File: config.mk
export PLATFORM = sky130hd
export DESIGN_NAME = uart_receiver
export DESIGN_NICKNAME = d
export VERILOG_FILES = /design/src/rtl/uart_receiver.sv
export SDC_FILE = /design/constraint.sdc
export NUM_CORES = 1
export LEC_CHECK = 0
export CORE_UTILIZATION = 55
export CTS_BUF_LIST = sky130_fd_sc_hd__clkbuf_2
export DETAILED_ROUTE_END_ITERATION = 10
export MAX_ROUTING_LAYER = met4
export PLACE_DENSITY = 0.75
export SETUP_SLACK_MARGIN = 0.1
export SYNTH_ARGS = -nofsm -noshare
export SYNTH_HDL_FRONTEND = slang
export SYNTH_SLANG_ARGS = --single-unit
File: constraint.sdc
create_clock -name Clk_In -period 5.18 [get_ports Clk_In]
set_clock_uncertainty 0.2 [all_clocks]
set_input_delay 0.777 -clock Clk_In [delete_from_list [all_inputs] [get_ports Clk_In]]
set_output_delay 0.777 -clock Clk_In [all_outputs]
set_load 0.005 [all_outputs]
File: src/rtl/uart_receiver.sv
// UART receive engine: 16x oversampled, runtime-configurable frame format
// (5-9 data bits, optional parity, 1/2 stop bits, six baud rates).
module uart_receiver #(
    parameter int unsigned SYS_CLOCK  = 100_000_000,
    parameter int unsigned OVERSAMPLE = 16
) (
    input  logic       Clk_In,
    input  logic       Reset_In,
    input  logic       UART_RX,
    input  logic [2:0] UART_Baud_Rate_Mode_In,
    input  logic [2:0] UART_Num_Data_Bits_In,
    input  logic       UART_Parity_Enable_In,
    input  logic       UART_Even_Oddb_Parity_In,
    input  logic       UART_Num_Stop_Bits_In,
    output logic [8:0] Data_Out,
    output logic       Data_Valid_Out,
    output logic       Parity_Error_Out,
    output logic       Framing_Error_Out,
    output logic       RX_Busy_Out
);

    localparam int unsigned DIV_4800   = (SYS_CLOCK + 8 * 4800)   / (16 * 4800);
    localparam int unsigned DIV_9600   = (SYS_CLOCK + 8 * 9600)   / (16 * 9600);
    localparam int unsigned DIV_19200  = (SYS_CLOCK + 8 * 19200)  / (16 * 19200);
    localparam int unsigned DIV_38400  = (SYS_CLOCK + 8 * 38400)  / (16 * 38400);
    localparam int unsigned DIV_57600  = (SYS_CLOCK + 8 * 57600)  / (16 * 57600);
    localparam int unsigned DIV_115200 = (SYS_CLOCK + 8 * 115200) / (16 * 115200);
    localparam logic [3:0]  MID_TICK   = 4'(OVERSAMPLE / 2 - 1);
    localparam logic [3:0]  LAST_TICK  = 4'(OVERSAMPLE - 1);

    typedef enum logic [2:0] {IDLE, START, DATA, PARITY, STOP1, STOP2} state_t;

    function automatic logic [15:0] div_for(input logic [2:0] mode);
        case (mode)
            3'd0:    return 16'(DIV_4800);
            3'd1:    return 16'(DIV_9600);
            3'd2:    return 16'(DIV_19200);
            3'd3:    return 16'(DIV_38400);
            3'd4:    return 16'(DIV_57600);
            default: return 16'(DIV_115200);
        endcase
    endfunction

    state_t      state;
    logic        rx_meta, rx_sync;
    logic [1:0]  settle;
    logic        armed;
    logic [15:0] div_sel, div_cnt;
    logic [3:0]  tick_cnt;
    logic [3:0]  bit_idx, last_idx;
    logic        par_en, par_even, two_stop;
    logic [8:0]  shift;
    logic        par_acc, ferr_acc;
    logic        tick, mid, done, sync_ok;

    // settle keeps the reset value of the synchroniser from arming the receiver
    always_ff @(posedge Clk_In or negedge Reset_In) begin
        if (!Reset_In) begin
            rx_meta <= 1'b1;
            rx_sync <= 1'b1;
            settle  <= '0;
        end else begin
            rx_meta <= UART_RX;
            rx_sync <= rx_meta;
            if (settle != 2'd2) settle <= settle + 2'd1;
        end
    end

    always_comb begin
        sync_ok = (settle == 2'd2);
        tick    = (div_cnt == div_sel - 16'd1);
        mid     = tick && (tick_cnt == MID_TICK);
        done    = mid && ((state == STOP1 && !two_stop) || state == STOP2);
    end

    always_ff @(posedge Clk_In or negedge Reset_In) begin
        if (!Reset_In) begin
            state             <= IDLE;
            armed             <= 1'b0;
            div_sel           <= '0;
            div_cnt           <= '0;
            tick_cnt          <= '0;
            bit_idx           <= '0;
            last_idx          <= '0;
            par_en            <= 1'b0;
            par_even          <= 1'b0;
            two_stop          <= 1'b0;
            shift             <= '0;
            par_acc           <= 1'b0;
            ferr_acc          <= 1'b0;
            Data_Out          <= '0;
            Data_Valid_Out    <= 1'b0;
            Parity_Error_Out  <= 1'b0;
            Framing_Error_Out <= 1'b0;
            RX_Busy_Out       <= 1'b0;
        end else begin
            Data_Valid_Out <= 1'b0;
            if (state != IDLE) begin
                if (tick) begin
                    div_cnt  <= '0;
                    tick_cnt <= (tick_cnt == LAST_TICK) ? '0 : tick_cnt + 4'd1;
                end else begin
                    div_cnt <= div_cnt + 16'd1;
                end
            end
            case (state)
                IDLE: begin
                    // armed only after the line has been seen high while idle
                    if (sync_ok && rx_sync) armed <= 1'b1;
                    if (armed && !rx_sync) begin
                        state       <= START;
                        armed       <= 1'b0;
                        RX_Busy_Out <= 1'b1;
                        div_sel     <= div_for(UART_Baud_Rate_Mode_In);
                        div_cnt     <= '0;
                        tick_cnt    <= '0;
                        last_idx    <= (UART_Num_Data_Bits_In >= 3'd4) ? 4'd8
                                       : {1'b0, UART_Num_Data_Bits_In} + 4'd4;
                        par_en      <= UART_Parity_Enable_In;
                        par_even    <= UART_Even_Oddb_Parity_In;
                        two_stop    <= UART_Num_Stop_Bits_In;
                        shift       <= '0;
                        par_acc     <= 1'b0;
                        ferr_acc    <= 1'b0;
                    end
                end
                START: begin
                    if (mid) begin
                        if (!rx_sync) begin
                            state   <= DATA;
                            bit_idx <= '0;
                        end else begin
                            state       <= IDLE;
                            RX_Busy_Out <= 1'b0;
                        end
                    end
                end
                DATA: begin
                    if (mid) begin
                        shift[bit_idx] <= rx_sync;
                        par_acc        <= par_acc ^ rx_sync;
                        bit_idx        <= bit_idx + 4'd1;
                        if (bit_idx == last_idx) state <= par_en ? PARITY : STOP1;
                    end
                end
                PARITY: begin
                    if (mid) begin
                        par_acc <= par_acc ^ rx_sync;
                        state   <= STOP1;
                    end
                end
                STOP1: begin
                    if (mid && two_stop) begin
                        ferr_acc <= !rx_sync;
                        state    <= STOP2;
                    end
                end
                default: ;
            endcase
            if (done) begin
                state             <= IDLE;
                RX_Busy_Out       <= 1'b0;
                Data_Valid_Out    <= 1'b1;
                Data_Out          <= shift;
                Parity_Error_Out  <= par_en && (par_acc ^ !par_even);
                Framing_Error_Out <= ferr_acc || !rx_sync;
            end
        end
    end

endmodule

==> metrics.txt, run 1 <==
outcome finished, final reports clean; number of max-cap violations 0; number of DRC markers in iteration 0 167; Hold WC Path Type input pin to asynchronous set/reset pin; fin worst setup slack 1083 ps; fraction of registers with async set/reset 1.000; DRC viols 0; commonest non-fill, non-tap cell in the layout dfrtp_1; RSZ-0062 raised after global routing no; yosys warns 0; clk buf depth 2; Pins Over Slew Limit 0; FF+latch area 0.001854 mm^2; Main synth FF type dfrtp_1; CTS Hold Buffers Added 0; DR vias 3115; largest net degree at the start of global routing 75; period utilization 0.7908; fraction of layout cells with a size suffix above 1 0.09213; multi-input logic area 0.001978 mm^2; number of synthesized flops with an enable pin 0; critical path class flop to flop; Rows 30; R2R Setup Slk 1080 ps; Leak 1.986 nW; Syn Nets 444; Worst-Skew Late Latency 560 ps; WL/cell 15.07 um; vias in the first global route 2899; Yosys cell types 57; routed vias/inst 5.758; Pwr Density 377.2 mW/mm^2; H-tree depth 3; Post-Place Setup Slack 1081 ps; gr busiest metal met1; Peak VDD IR 0.2248 mV; area grow syn2layout 10.09%; Port Buffers 24; worst relative slew slack 0.3898; post-cts sizing count 0; FILL cells 580; Die Span Y 87.32 um; first-pass GRT wire length 13930 um; Clock Sinks 74; mapped cell area 0.004004 mm^2; CTS buffer count 9; gr usage total 0.2459; achievable frequency 0.2441 GHz; GPL Wtd Cong 0.8304; setup bufs post-CTS 0; ANT cells 0; Clock transition at path regs 260 ps; commonest non-fill, non-tap cells in the layout dfrtp_1, nand2_1, nor2_1, clkdlybuf4s50_1, inv_1; final hold vios 0; CP Max Fanout 15; crit path launch type flop; IO Pins 25; remaining global-route overflow 0; R2R Path End tick_cnt[0]; Hold Slack 112.7 ps; met1 global-route usage 0.3479; Final HPWL DP 5757 um; initial core utilization 0.5797; DRT Pass-1 Iters 4; nets 460; Critical R2R Launch div_sel[0]; post-detailed-route count of antenna-violating nets 0; #FFs+latches synth 74; Seq/Total Area, Yosys 0.4631; cells on worst reg2reg path 9; root buf cell clkbuf_2; syn_area_per_cell 9.443 um^2; CP Capture Type flop; GR Util met2 0.3473; routing usage on met3 0.06540; final setup fails 0; CP arrival 4320 ps; Routed WL 8152 um; initial antenna violation count 0; minimum clock period 4097 ps; Worst Tran Pin Value 906.9 ps; Final TNS setup 0 ps; CTS tree yes; critical path required time 5400 ps; Die Width 87.32 um; Core Region 0.006907 mm^2; Syn Inst Count 424; area of the die 0.007625 mm^2
-- through the flow --
step / std cells / instance area [um^2] / power (mW) / util
2_1_floorplan: 424 / 4004 / 1.208 / -
3_3_place_gp: 525 / 4292 / 1.327 / 0.6214
3_5_place_dp: 525 / 4292 / 1.348 / 0.6214
4_1_cts: 541 / 4408 / 1.669 / 0.6382
5_1_grt: 541 / 4408 / 1.779 / 0.6382
6_report: 541 / 4408 / 1.663 / 0.6382
-- power breakdown --
part	switching [mW]	leakage [nW]	internal, mW	total (mW)
clock	0.242	0.0722	0.0782	0.320
sequential	0.152	0.977	0.672	0.824
combinational	0.300	0.938	0.218	0.519
total	0.694	1.99	0.969	1.66
-- critical path, cell delays in order (launching register included) --
cell	delay, ps
dfrtp_1	480
inv_1	90
ha_1	220
or4b_4	520
nor3_1	160
o2111ai_1	130
or4_4	560
nor4_1	760
or2_0	700
mux2i_1	160
-- worst max path at each step --
| stage | endpoint | from | slack (ps) | cells after the start |
|---|---|---|---|---|
| after floorplan | Data_Out[1] | div_sel[0] | 1790 | 10 |
| after global placement | tick_cnt[0] | div_sel[0] | 1300 | 9 |
| after detailed placement | tick_cnt[0] | div_sel[0] | 1080 | 9 |
| after CTS | tick_cnt[0] | div_sel[0] | 1080 | 9 |
| after global routing | tick_cnt[0] | div_sel[0] | 630 | 9 |
| final | tick_cnt[0] | div_sel[0] | 1080 | 9 |
-- cell usage after synthesis, drive strengths merged, types with 4 or more instances --
| library cell | number | area [um^2] |
|---|---|---|
| a21oi | 19 | 95.09 |
| dfrtp | 72 | 1802 |
| xor2 | 13 | 113.9 |
| mux2 | 9 | 112.6 |
| clkbuf | 14 | 52.55 |
| mux2i | 11 | 110.1 |
| nor3 | 13 | 65.06 |
| nor2b | 4 | 25.02 |
| buf | 8 | 46.30 |
| nor3b | 6 | 45.04 |
| o31ai | 5 | 37.54 |
| inv | 21 | 78.83 |
| nand3 | 12 | 60.06 |
| o21ai | 15 | 75.07 |
| and3 | 6 | 37.54 |
| ha | 8 | 100.1 |
| xnor2 | 20 | 175.2 |
| nand2b | 8 | 50.05 |
| nor2 | 37 | 138.9 |
| a31o | 6 | 52.55 |
| nand4 | 7 | 43.79 |
| nand2 | 58 | 217.7 |
| nor4 | 7 | 58.81 |
-- cells by family after synthesis --
group	after synthesis	share of synthesized area
flops	74	0.4631
compound gates	69	0.1156
fa+ha+maj	8	0.02500
mux	20	0.05562
xor+xnor	33	0.07219
simple gates	177	0.2241
buf+inv	43	0.04438
-- routing by layer --
metal	share of wire	wire length, um
met3	0.060	492
met1	0.49	3955
met5	0	0
met2	0.44	3594
met4	0.013	110
-- cell type report --
type                            instances  share of cell area
Multi-Input combinational cell        307              0.4488
Sequential cell                        74              0.4207
Timing Repair Buffer                   27             0.05904
Tap cell                               96             0.02725
Inverter                               21             0.01788
Clock inverter                          7             0.01618
Clock buffer                            9             0.01022
-- state kept, by name (all words and copies together), names as in the netlist --
signal	count
Framing_Error_Out	1
two_stop	1
tick_cnt	4
shift	9
div_sel	11
bit_idx	4
settle	2
last_idx	4
Data_Valid_Out	1
rx_sync	1
RX_Busy_Out	1
Data_Out	9
div_cnt	16
Parity_Error_Out	1
rx_meta	1
ferr_acc	1
par_acc	1
state	3
par_en	1
par_even	1
armed	1
Note: power is estimated with default switching activity, not from simulation.
==> inputs of run 2 (changes only) <==
PLACE_DENSITY = 0.78   (was 0.75)
clock period = 3.3 ns   (was 5.18 ns; I/O delays follow)
==> run 2 against run 1 <==
Global-route usage rose by 0.43 points. Hold slack improved by 5.5 ps. Via count rose by 0.74%. Die area did not move. Flip-flop and latch count did not move. First-iteration DRC count rose by 29%. Critical endpoint is now Data_Out[2].
==> metrics.txt, run 2 (synthesized netlist as in run 1, its figures left out) <==
outcome finished, final reports clean; IO Pins 25 (unchanged); Pwr Density 599.9 mW/mm^2 (+59%); Port Buffers 24 (unchanged); Bufs and invs on worst path 2 (+1); critical path class flop to flop; Leak 2.091 nW (+5.3%); final hold vios 0 (unchanged); slowest cell on the critical path or4b_4; CP arrival 3540 ps (-780 ps); most flop-heavy register div_cnt; Die Width 87.32 um (unchanged); remaining global-route overflow 0 (unchanged); Top Family by Delay on Critical Path simple AND/OR/NAND/NOR gates; area grow syn2layout 16.06%; minimum clock period 3289 ps (-807.2 ps); Core Region 0.006907 mm^2 (unchanged); vias in the first global route 3037 (+4.8%); worst relative slew slack 0.3879 (-0.001929); max reg flops 16 (unchanged); placed inst area 0.004382 mm^2 (+2.1%); HP Start UART_RX; commonest non-fill, non-tap cell in the layout dfrtp_1; RSZ-0062 raised after global routing yes; final setup fails 0 (unchanged); Pins Over Slew Limit 0 (unchanged); Largest regs div_cnt (16), div_sel (11); Clock transition at path regs 220 ps (-40 ps); routed vias/inst 5.634 (-2.2%); area of the die 0.007625 mm^2 (unchanged); WL/cell 15.20 um (+0.89%); Hold WC Path Type input pin to flop; period utilization 0.9968 (+0.2059); final core utilization 0.6728 (+0.03460); number of DRC markers in iteration 0 216 (+29%); Worst path max stage delay 510 ps (-250 ps); cell repeated most along the worst path or4b_4; Peak VDD IR 0.5208 mV (+130%); DRT Pass-1 Iters 4 (unchanged); Die Span Y 87.32 um (unchanged); CP Capture Type flop; Clock Sinks 74 (unchanged); clk buf depth 2 (unchanged); ANT cells 0 (unchanged); multi-input logic area 0.002069 mm^2 (+4.6%); crit-path cells inv_2 > ha_4 > or4b_4 > nor4_4 > xnor2_1 > or4_4 > or4b_4 > buf_12 > mux2_4; Tot Pwr 2.788 mW (+68%); Worst-Skew Late Latency 540 ps (-20 ps); Routed WL 8468 um (+3.9%); DP Cell Count 536 (+2.1%); Final HPWL DP 5673 um (-1.5%); Final Instance Area 0.004647 mm^2 (+5.4%); crit path from div_sel[0]; initial antenna violation count 0 (unchanged); post-route insts no fill 557 (+3.0%); nets 476 (+3.5%); achievable frequency 0.3040 GHz (+25%); largest net degree at the start of global routing 75 (unchanged); initial core utilization 0.5797 (unchanged); H-tree depth 3 (unchanged); post-detailed-route count of antenna-violating nets 0 (unchanged); CP Max Fanout 15 (unchanged); FF+latch area 0.001854 mm^2 (unchanged); FILL cells 571 (-1.6%); Critical R2R Launch div_sel[0]; DR vias 3138 (+0.74%); number of max-cap violations 0 (unchanged); GPL Wtd Cong 0.8728 (+5.1%); Rows 30 (unchanged); crit path launch type flop; Worst Tran Pin Value 911.2 ps (+4.246 ps); commonest non-fill, non-tap cells in the layout dfrtp_1, nand2_1, nor2_1, clkdlybuf4s50_1, xnor2_1; gr usage total 0.2502 (+0.004308); fraction of layout cells with a size suffix above 1 0.1540 (+0.06188); critical path required time 3550 ps (-1850 ps); CTS tree yes; first-pass GRT wire length 14130 um (+1.4%); DRC viols 0 (unchanged); CTS buffer count 9 (unchanged); root buf cell clkbuf_2
## run 2: changes by cell type in the layout (fill, tap and decap cells not counted), moves of 2 or more
cell,previous run,this run
nor4_1,5,3
inv_2,0,2
buf_6,0,3
buf_4,4,15
clkinvlp_4,0,2
nor3_1,13,10
nor3_4,0,2
inv_6,3,0
inv_1,21,19
## run 2: final timing paths
| path | end | cells past startpoint | slack (ps) |
|---|---|---|---|
| worst max-delay path | Data_Out[2] | 9 | 10 |
| min in group asynchronous | Data_Out[6] | 2 | 400 |
| max in group asynchronous | tick_cnt[1] | 2 | 1920 |
| worst max register to register | Data_Out[2] | 9 | 10 |
| worst min register to register | rx_sync | 0 | 180 |
| worst min-delay path | rx_meta | 1 | 120 |
## run 2: what timing repair did
item                                   4_1_cts  5_1_grt
gates cloned                                 0        1
gates resized for setup                     11       15
endpoints found under the hold margin       72        0
hold buffers                                 1        0
setup endpoints to repair                   45       48
pin swaps                                    1        9
buffers inserted                             1        2
## run 2: area by class of cell
| cell class | count | share of cell area |
|---|---|---|
| clock inverters | 6 | 0.01454 |
| repair buffers | 43 | 0.08751 |
| flip-flops and latches | 74 | 0.3990 |
| clock buffers | 10 | 0.01077 |
| well taps | 96 | 0.02585 |
| multi-input cells | 307 | 0.4453 |
| inverters | 21 | 0.01696 |
## run 2: stage by stage
stage                     TNS [ps]  hold WS, ps  worst slack (ps)
final                            0        118.1             10.63
after global routing        -186.4        88.92            -52.72
after floorplan                  0      -0.5910             7.203
after CTS                        0        87.24             1.124
after global placement      -55.87        147.2            -18.79
after detailed placement    -758.8        154.6            -89.29
## run 2: report_power, final
group / leakage, nW / switching, mW / internal (mW)
sequential: 0.977 / 0.237 / 1.05
clock: 0.0681 / 0.337 / 0.178
combinational: 1.05 / 0.555 / 0.427
total: 2.09 / 1.13 / 1.66
## run 2: per-layer routing
layer,global-route usage,share of wire,vias to the layer above,wire (um)
met5,-,0,-,0
li1,-,-,1534,-
met1,0.3230,0.47,1524,4014
met4,0.1148,0.016,0,136
met2,0.3878,0.47,61,4003
met3,0.03981,0.037,19,313
## run 2: worst register-to-register path: stages (launching register included)
cell and delay [ps]:
dfrtp_1 450, inv_2 90, ha_4 150, or4b_4 510, nor4_4 230, xnor2_1 150
or4_4 450, or4b_4 510, buf_12 170, mux2_4 300
